## src/rtl/riscv_mem_pipe.sv

```systemverilog
`default_nettype none
// ============================================================================
// Module   : riscv_mem_pipe
// Brief    : STAGES-deep MEM pipeline between EX and WB. A load waits in the
//            last slot until its dmem data has returned. Any pending exception
//            flushes every slot. The optional counters are enabled with
//            RISCV_MEM_PIPE_PERF_EN.
// Revision : 1.0 - initial release
// ============================================================================
module riscv_mem_pipe #(
    parameter int              XLEN    = 32,
    parameter int              ILEN    = 32,
    parameter int              EXC_W   = 16,
    parameter int              STAGES  = 2,
    parameter logic [XLEN-1:0] PC_INIT = 'h200
) (
    input  logic             clk_i,
    input  logic             rst_i,
    input  logic             stall_i,
    output logic             stall_o,
    input  logic [XLEN-1:0]  pc_i,
    input  logic [ILEN-1:0]  instr_i,
    input  logic             bubble_i,
    input  logic             retired_i,
    input  logic             dbg_i,
    input  logic             is_load_i,
    input  logic [XLEN-1:0]  r_i,
    input  logic [XLEN-1:0]  memadr_i,
    input  logic [EXC_W-1:0] exc_dn_i,
    input  logic [EXC_W-1:0] exc_up_i,
    output logic [EXC_W-1:0] exc_up_o,
    output logic [XLEN-1:0]  pc_o,
    output logic [ILEN-1:0]  instr_o,
    output logic             bubble_o,
    output logic             retired_o,
    output logic             dbg_o,
    output logic [XLEN-1:0]  r_o,
    output logic [XLEN-1:0]  memadr_o,
    output logic [EXC_W-1:0] exc_dn_o,
    input  logic             dmem_ack_i,
    input  logic [XLEN-1:0]  dmem_q_i,
    output logic             spurious_ack_o,
    output logic [31:0]      perf_wait_cnt_o,
    output logic [31:0]      perf_stall_cnt_o
);
    localparam int c_LAST  = STAGES - 1;
    localparam int c_IDX_W = 3;

    logic [XLEN-1:0]    r_pc_q     [STAGES];
    logic [XLEN-1:0]    w_pc_d     [STAGES];
    logic [ILEN-1:0]    r_instr_q  [STAGES];
    logic [ILEN-1:0]    w_instr_d  [STAGES];
    logic [XLEN-1:0]    r_r_q      [STAGES];
    logic [XLEN-1:0]    w_r_d      [STAGES];
    logic [XLEN-1:0]    w_r_upd    [STAGES];
    logic [XLEN-1:0]    r_memadr_q [STAGES];
    logic [XLEN-1:0]    w_memadr_d [STAGES];
    logic [EXC_W-1:0]   r_exc_q    [STAGES];
    logic [EXC_W-1:0]   w_exc_d    [STAGES];
    logic [STAGES-1:0]  r_bub_q, w_bub_d;
    logic [STAGES-1:0]  r_ret_q, w_ret_d;
    logic [STAGES-1:0]  r_dbg_q, w_dbg_d;
    logic [STAGES-1:0]  r_ld_q,  w_ld_d;
    logic [STAGES-1:0]  r_got_q, w_got_d, w_got_upd;
    logic               r_spur_q, w_spur_d;

    logic               w_tgt_vld;
    logic [c_IDX_W-1:0] w_tgt;
    logic               w_cap;
    logic               w_wait;
    logic               w_stall;
    logic               w_flush;
    logic [EXC_W-1:0]   w_exc_up;

    // Later (older) slots overwrite earlier hits, so the oldest pending load wins.
    always_comb begin
        w_tgt_vld = 1'b0;
        w_tgt     = '0;
        for (int k = 0; k < STAGES; k++) begin
            if (!r_bub_q[k] && r_ld_q[k] && !r_got_q[k]) begin
                w_tgt_vld = 1'b1;
                w_tgt     = c_IDX_W'(k);
            end
        end
    end

    assign w_cap = dmem_ack_i & w_tgt_vld;

    always_comb begin
        for (int k = 0; k < STAGES; k++) begin
            w_r_upd[k]   = r_r_q[k];
            w_got_upd[k] = r_got_q[k];
            if (w_cap && (w_tgt == c_IDX_W'(k))) begin
                w_r_upd[k]   = dmem_q_i;
                w_got_upd[k] = 1'b1;
            end
        end
    end

    always_comb begin
        w_exc_up = exc_up_i;
        for (int k = 0; k < STAGES; k++) begin
            w_exc_up = w_exc_up | r_exc_q[k];
        end
    end

    assign w_wait   = ~r_bub_q[c_LAST] & r_ld_q[c_LAST] & ~r_got_q[c_LAST] & ~dmem_ack_i;
    assign w_stall  = stall_i | w_wait;
    assign w_flush  = |w_exc_up;
    assign w_spur_d = r_spur_q | (dmem_ack_i & ~w_tgt_vld);

    always_comb begin
        for (int k = 0; k < STAGES; k++) begin
            w_pc_d[k]     = r_pc_q[k];
            w_instr_d[k]  = r_instr_q[k];
            w_memadr_d[k] = r_memadr_q[k];
            w_exc_d[k]    = r_exc_q[k];
            w_bub_d[k]    = r_bub_q[k];
            w_ret_d[k]    = r_ret_q[k];
            w_dbg_d[k]    = r_dbg_q[k];
            w_ld_d[k]     = r_ld_q[k];
            w_r_d[k]      = w_r_upd[k];
            w_got_d[k]    = w_got_upd[k];
        end
        if (w_flush) begin
            // A flush drops any load return seen in the same cycle.
            for (int k = 0; k < STAGES; k++) begin
                w_bub_d[k] = 1'b1;
                w_ret_d[k] = 1'b0;
                w_exc_d[k] = '0;
                w_got_d[k] = 1'b0;
                w_r_d[k]   = r_r_q[k];
            end
        end else if (!w_stall) begin
            w_pc_d[0]     = pc_i;
            w_instr_d[0]  = instr_i;
            w_memadr_d[0] = memadr_i;
            w_exc_d[0]    = exc_dn_i;
            w_bub_d[0]    = bubble_i;
            w_ret_d[0]    = retired_i;
            w_dbg_d[0]    = dbg_i;
            w_ld_d[0]     = is_load_i;
            w_r_d[0]      = r_i;
            w_got_d[0]    = 1'b0;
            for (int k = 1; k < STAGES; k++) begin
                w_pc_d[k]     = r_pc_q[k-1];
                w_instr_d[k]  = r_instr_q[k-1];
                w_memadr_d[k] = r_memadr_q[k-1];
                w_exc_d[k]    = r_exc_q[k-1];
                w_bub_d[k]    = r_bub_q[k-1];
                w_ret_d[k]    = r_ret_q[k-1];
                w_dbg_d[k]    = r_dbg_q[k-1];
                w_ld_d[k]     = r_ld_q[k-1];
                w_r_d[k]      = w_r_upd[k-1];
                w_got_d[k]    = w_got_upd[k-1];
            end
        end
    end

    always_ff @(posedge clk_i) begin
        if (rst_i) begin
            for (int k = 0; k < STAGES; k++) begin
                r_pc_q[k]     <= PC_INIT;
                r_instr_q[k]  <= '0;
                r_r_q[k]      <= '0;
                r_memadr_q[k] <= '0;
                r_exc_q[k]    <= '0;
            end
            r_bub_q  <= '1;
            r_ret_q  <= '0;
            r_dbg_q  <= '0;
            r_ld_q   <= '0;
            r_got_q  <= '0;
            r_spur_q <= 1'b0;
        end else begin
            for (int k = 0; k < STAGES; k++) begin
                r_pc_q[k]     <= w_pc_d[k];
                r_instr_q[k]  <= w_instr_d[k];
                r_r_q[k]      <= w_r_d[k];
                r_memadr_q[k] <= w_memadr_d[k];
                r_exc_q[k]    <= w_exc_d[k];
            end
            r_bub_q  <= w_bub_d;
            r_ret_q  <= w_ret_d;
            r_dbg_q  <= w_dbg_d;
            r_ld_q   <= w_ld_d;
            r_got_q  <= w_got_d;
            r_spur_q <= w_spur_d;
        end
    end

    assign stall_o        = w_stall;
    assign exc_up_o       = w_exc_up;
    assign pc_o           = r_pc_q[c_LAST];
    assign instr_o        = r_instr_q[c_LAST];
    assign bubble_o       = r_bub_q[c_LAST];
    assign retired_o      = r_ret_q[c_LAST];
    assign dbg_o          = r_dbg_q[c_LAST];
    assign r_o            = w_r_upd[c_LAST];
    assign memadr_o       = r_memadr_q[c_LAST];
    assign exc_dn_o       = r_exc_q[c_LAST];
    assign spurious_ack_o = r_spur_q;

`ifdef RISCV_MEM_PIPE_PERF_EN
    logic [31:0] r_wait_cnt_q, w_wait_cnt_d;
    logic [31:0] r_stall_cnt_q, w_stall_cnt_d;

    always_comb begin
        w_wait_cnt_d  = r_wait_cnt_q;
        w_stall_cnt_d = r_stall_cnt_q;
        if (w_wait && (r_wait_cnt_q != '1)) begin
            w_wait_cnt_d = r_wait_cnt_q + 32'd1;
        end
        if (w_stall && (r_stall_cnt_q != '1)) begin
            w_stall_cnt_d = r_stall_cnt_q + 32'd1;
        end
    end

    always_ff @(posedge clk_i) begin
        if (rst_i) begin
            r_wait_cnt_q  <= '0;
            r_stall_cnt_q <= '0;
        end else begin
            r_wait_cnt_q  <= w_wait_cnt_d;
            r_stall_cnt_q <= w_stall_cnt_d;
        end
    end

    assign perf_wait_cnt_o  = r_wait_cnt_q;
    assign perf_stall_cnt_o = r_stall_cnt_q;
`else
    assign perf_wait_cnt_o  = 32'd0;
    assign perf_stall_cnt_o = 32'd0;
`endif

endmodule
`default_nettype wire

```

## config.mk

```make
export PLATFORM = sky130hd
export DESIGN_NAME = riscv_mem_pipe
export DESIGN_NICKNAME = d
export VERILOG_FILES = /design/src/rtl/riscv_mem_pipe.sv
export SDC_FILE = /design/constraint.sdc
export NUM_CORES = 1
export LEC_CHECK = 0
export ABC_AREA = 1
export CORE_MARGIN = 4
export CORE_UTILIZATION = 35
export DETAILED_ROUTE_END_ITERATION = 10
export SLEW_MARGIN = 25
export SYNTH_ARGS = -nofsm -noshare
export SYNTH_HDL_FRONTEND = slang
export SYNTH_SLANG_ARGS = --single-unit
```

## constraint.sdc

```tcl
create_clock -name clk_i -period 2 [get_ports clk_i]
set_input_delay 0.2 -clock clk_i [delete_from_list [all_inputs] [get_ports clk_i]]
set_output_delay 0.2 -clock clk_i [all_outputs]
set_load 0.01 [all_outputs]
```

After elaboration in Yosys (flattened, before gate mapping)
Memories as Yosys holds them, arrays and structs flattened.
Cells that the tools add are included.
{ "word_totals": {"register_bits": 11, "ram_bits": 288, "inputBits": 200, "output_inout_bits": 229, "wordCells": 85, "n_memories": 5} }
{ "op_classes": {"n_eq_ne": 2, "n_mux": 31, "bitwise_logic": 25, "reduce_logical": 15} }
{ "memory_table": {"columns": ["memory", "words", "word_bits", "rd", "rd_clocked_by_memory_dff", "write_ports", "line", "text"], "rows": [
  ["r_instr_q", 2, 32, 2, 0, 2, "51", "logic [ILEN-1:0] r_instr_q [STAGES];"],
  ["r_memadr_q", 2, 32, 2, 0, 2, "56", "logic [XLEN-1:0] r_memadr_q [STAGES];"],
  ["r_pc_q", 2, 32, 2, 0, 2, "49", "logic [XLEN-1:0] r_pc_q [STAGES];"],
  ["r_r_q", 2, 32, 2, 0, 2, "53", "logic [XLEN-1:0] r_r_q [STAGES];"],
  ["r_exc_q", 2, 16, 2, 0, 2, "58", "logic [EXC_W-1:0] r_exc_q [STAGES];"]
]} }
{ "ops": {"columns": ["cell", "n"], "rows": [
  ["$mux W64", 8],
  ["$mux W32", 12],
  ["$mux W16", 2],
  ["$or A16 B16 Y16", 2],
  ["$reduce_or A18 Y1", 1],
  ["$reduce_or A17 Y1", 1],
  ["$reduce_or A16 Y1", 1],
  ["$or A1 B1 Y1", 12],
  ["$mux W1", 8],
  ["$logic_and A1 B1 Y1", 6],
  ["$not A1 Y1", 6],
  ["$and A1 B1 Y1", 5],
  ["$logic_not A1 Y1", 4],
  ["$eq A3 B1 Y1 const B", 1],
  ["$logic_not A3 Y1", 1],
  ["$mux W2", 1],
  ["$ne A2 B1 Y1 const B", 1],
  ["$reduce_and A2 Y1", 1]
]} }

Logic depth before layout (Yosys ltp)
Gate-level depths: netlist (run 1).
{ "depth": {"depth_word": 11, "depth_mapped": 11, "depth_no_buf": 9} }

Worst setup path after synthesis (run 1)
Ideal clock, no wire load.
{ "synth_path": {"path_kind": "register -> register", "start": "memory r_exc_q[1][15] (netlist: r_exc_q[0][31])", "end": "memory r_pc_q[1][9] (netlist: r_pc_q[0][41])", "setup_time_ns": 0.130, "arrival_ns": 1.496, "t_required_ns": 1.870, "slack_ns": 0.374, "path_stages_with_launch": 11, "n_path_buf": 2, "period_less_slack_ns": 1.626, "cell_sequence": "dfxtp_1 -> nor2_1 -> nand2_1 -> nor2_1 -> nand3_1 -> nor2_4 -> nand3_2 -> buf_2 -> buf_2 -> nand2_1 -> nand3_1"} }
{ "synth_lines": {"columns": ["element", "line"], "rows": [
  ["start, declared", "58"],
  ["end, declared", "49"]
]} }

Final worst setup path (run 1)
{ "layout_path": {"start": "register r_bub_q[1]", "end": "output r_o[2]"} }
{ "layout_via": {"elab_chain_cells": 7, "word_cells_on_any_way": 9, "classes_between": "eq/ne: 1; mux: 3; bitwise: 1; reduce/logical: 4"} }
{ "layout_lines": {"columns": ["element", "line", "text"], "rows": [
  ["start, declared", "60", "logic [STAGES-1:0] r_bub_q, w_bub_d;"],
  ["start signal, assigned", "183", "r_bub_q <= w_bub_d;"],
  ["$logic_not A1 Y1 *", "80", "if (!r_bub_q[k] && r_ld_q[k] && !r_got_q[k]) begin"],
  ["$logic_and A1 B1 Y1 * (2 in a row)", "80", null],
  ["$mux W1", "80", null],
  ["$eq A3 B1 Y1 or $and A1 B1 Y1 (tied branches)", "93, 87", null],
  ["$logic_and A1 B1 Y1 *", "93", "if (w_cap && (w_tgt == c_IDX_W'(k))) begin"],
  ["$mux W32 *", "93", null],
  ["end, declared", "37", "output logic [XLEN-1:0] r_o,"]
]} }
Mark *: on every way between the ends. The rest lies on a longest branch, timed or not.

==> results of run 1 <==
==> worst reg2reg max path, delay by kind of cell, from the launching register on <==
kind	cells	cell delay, ns
buffers and inverters	6	0.97
DFF	1	0.33
and+or+nand+nor	6	0.50
==> sequential cells by signal, indices dropped and copies added (netlist names) <==
name / cells
r_ld_q: 2
spurious_ack_o: 1
r_instr_q: 64
r_pc_q: 64
r_ret_q: 2
r_dbg_q: 2
r_r_q: 64
r_got_q: 2
r_exc_q: 32
r_memadr_q: 64
r_bub_q: 2
==> logic make-up (layout without fill, tap and decap cells) <==
logic type	Yosys count	count (layout)	synth area share
simple gates	1278	1279	0.328
buf+inv	956	1207	0.259
flops	299	299	0.358
compound gates	151	151	0.0553
other cells	1	83	0.000224
==> worst min-delay path by stage <==
stage	slack, ns	cells past startpoint	startpoint	to
after floorplan	0.34	2	bubble_i	r_bub_q[0]
after global placement	0.44	2	r_pc_q[0][9]	r_pc_q[0][9]
after detailed placement	0.45	2	r_pc_q[0][41]	r_pc_q[0][41]
after CTS	0.17	3	exc_dn_i[5]	r_exc_q[0][5]
after global routing	0.20	3	exc_dn_i[6]	r_exc_q[0][6]
final	0.21	3	exc_dn_i[5]	r_exc_q[0][5]
==> what timing repair did <==
item / in CTS / in global routing
setup buffers: 25 / 8
pin swaps: 14 / 19
setup endpoints to repair: 145 / 263
hold buffers: 1 / 0
resized for setup: 202 / 56
hold endpoints to repair: 3 / 0
cloned: 8 / 17
==> synthesized netlist by cell type, types with 2 or more instances <==
master,n
inv_1,540
clkbuf_1,80
nor2_4,2
buf_1,18
dfxtp_1,299
nand2_1,751
a21oi_1,83
o211ai_1,32
buf_2,70
nand4_1,228
inv_2,72
buf_4,176
nand3_1,70
o21a_1,33
nor2_1,223
o2111ai_1,2
==> cell usage in the layout (no fill, tap or decap), types with 2 or more instances in the layout <==
cell type	netlist	routed
nand2_1	751	723
inv_1	540	539
clkdlybuf4s50_1	0	326
dfxtp_1	299	294
nand4_1	228	228
nor2_1	223	212
a21oi_1	83	83
conb_1	1	80
buf_4	176	80
inv_2	72	71
nand3_1	70	69
clkbuf_16	0	53
o211ai_1	32	32
o21a_1	33	32
buf_12	0	28
buf_6	0	26
buf_2	70	26
nand2_4	0	15
nand2_2	0	13
buf_16	0	12
clkbuf_8	0	11
nor2_2	1	8
clkbuf_1	80	8
nor2_4	2	6
clkinv_2	0	6
inv_6	0	5
buf_8	0	5
dfxtp_2	0	5
diode_2	0	3
nand3_4	0	3
bufinv_16	0	3
o2111ai_1	2	2
bufbuf_16	0	2
dlymetal6s2s_1	0	2
==> through the flow <==
step / total power [W] / TNS [ns] / worst slack, ns / std cells / instance area, µm²
final: 0.0143 / -3.92 / -0.211 / 3626 / 23100
after global routing: 0.0148 / -6.52 / -0.280 / 3625 / 23100
after CTS: 0.0144 / -4.83 / -0.240 / 3599 / 22400
after detailed placement: 0.00726 / -55.38 / -0.274 / 3497 / 20600
after global placement: 0.00726 / -53.56 / -0.301 / 3497 / 20600
after floorplan: 0.00668 / 0 / 0.374 / 2764 / 17000
==> cell type report <==
type / instances / area, µm²
antenna: 3 / 7.51
clock buffer: 56 / 1120
clock inverter: 14 / 171
fill: 4656 / 23900
inverter: 612 / 2310
multi-input combinational: 1510 / 6950
sequential: 299 / 5990
tap: 607 / 759
timing repair buffer: 525 / 5750
==> power by group through the flow <==
stage	sequential, W	combinational [W]	clock [W]
2_1_floorplan	0.00611	0.000564	0
3_3_place_gp	0.00612	0.00115	0
3_5_place_dp	0.00612	0.00114	0
4_1_cts	0.00599	0.00115	0.00729
5_1_grt	0.00599	0.00131	0.00752
6_report	0.00599	0.00121	0.00709
==> routing by layer <==
layer,global-route usage,vias to the layer above,part of all wire
met3,0.0555,82,0.082
met4,0.0511,2,0.021
met2,0.312,539,0.47
met5,0,-,0.00024
li1,-,8446,-
met1,0.246,7379,0.43
==> results.md, run 1 <==
- Failing checks: negative setup slack
- Sequential share of power: 0.419
- Synth Flop Type: dfxtp_1
- Register bit total from synthesis: 299
- CTS clk-pin slew, worst paths: 0.06 ns
- Pins Over Slew Limit: 0
- Clock Skew: 0.0160 ns
- RR Endpoint: r_pc_q[0][45]
- VDD IR-drop max: 421 µV
- CTS Root Cell: clkbuf_16
- Sw Pwr: 0.00342 W
- Slew Limit Headroom: 0.488
- Mapped Cells: 2685
- DRC Markers: 0
- Largest net degree at the start of global routing: 130
- Tmin final: 2.21 ns
- Routability-driven placement congestion ratio: 0.805
- EDFF count, synth: 0
- Gr ovfl total: 0
- Core area: 47000 µm²
- Antenna violations before repair: 5
- CP Max Fanout: 5
- Vias in the first global route: 15500
- Avg WL per Cell: 14.9 µm
- Worst path depth: 9
- Clock Latency Late Sink: 0.56 ns
- Async S/R FF share, synth: 0
- Worst reg2reg setup slack: 0.10 ns
- Outcome: complete, but fails checks
- Routed WL: 54.1 mm
- Max-capacitance violation count: 0
- Rows: 79
- Final core utilization: 0.491
- Unrepaired setup endpoints after global routing: true
- CP max-delay cell: dfxtp_2
- CP Launch Point: r_bub_q[1]
- Pwr/cell area: 620 nW/µm²
- Required time of the worst setup path: 1.80 ns
- Post-DP HPWL: 34.1 mm
- Worst R2R Path Depth: 12
- Die X: 227 µm
- Synth cell types: 22
- Total die area: 51400 µm²
- Critical path class: reg -> out
- Fin crit share: 1.11
- Final worst slack: -0.211 ns
- Gr usage total: 0.190
- Seq/Total Area, Yosys: 0.358
- Ranking of synthesized cells by area: dfxtp_1 (36%), nand2_1 (17%), inv_1 (12%)
- Post-synth top area share: 0.358
- Pint: 0.0109 W
- Warning count from the yosys run: 0
- I/O pin total: 429
- Worst reg2reg startpoint: r_bub_q[1]
- CP cell instances: nor2_1 > buf_4 > nand3_4 > buf_12 > buf_16 > buf_8 > nand2_4 > o21a_1 > buf_2
- Fmax: 452 MHz
- Cell area after synthesis: 16700 µm²
- Crit path to: r_o[2]
- CP arrival: 2.01 ns
- Dominant cell type by area after synthesis: dfxtp_1
- Clk pwr share: 0.496
- Slew @ Worst Pin: 0.768 ns
- Clk sinks: 299
- TritonCTS Buffers: 38
- Endpoints failing hold: 0
- First drt pass iteration count: 5
- Mean Syn Cell Area: 6.23 µm²
- H-tree Lvls: 2
- Endpoint class of the critical path: output port
- WP buf/inv: 5
- First-pass GRT wire length: 80.2 mm
- Longest Clk Path Bufs: 3
- Final setup violation count: 32
- Logic gate share of total power: 0.085
- Critical Path Max Stage Delay: 0.32 ns
- Initial core utilization: 0.356
- CTS tree: built
- Final ANT Viol Nets: 0
- Vias: 16400
- Area delta synth->final: 37.8%
- Final nets: 3186
- CP top delay family: buffers and inverters
- DR iter-0 viols: 1388
- Pleak: 11.0 nW
- HP Class: in -> reg
- Port Buffers: 364
- Hold slack: 0.214 ns
- Share of cells above drive strength 1: 0.126
- Height of the die: 227 µm
- Via/cell ratio: 4.54
- Worst Setup Start Kind: register
- Switching Share: 0.239
(Power assumes the default switching activity.)
==> run 2: changes to the inputs <==
HOLD_SLACK_MARGIN = 0.08   (was unset)
==> results of run 2 <==
No change in the layout: final DEF, timing and power equal those of run 1.
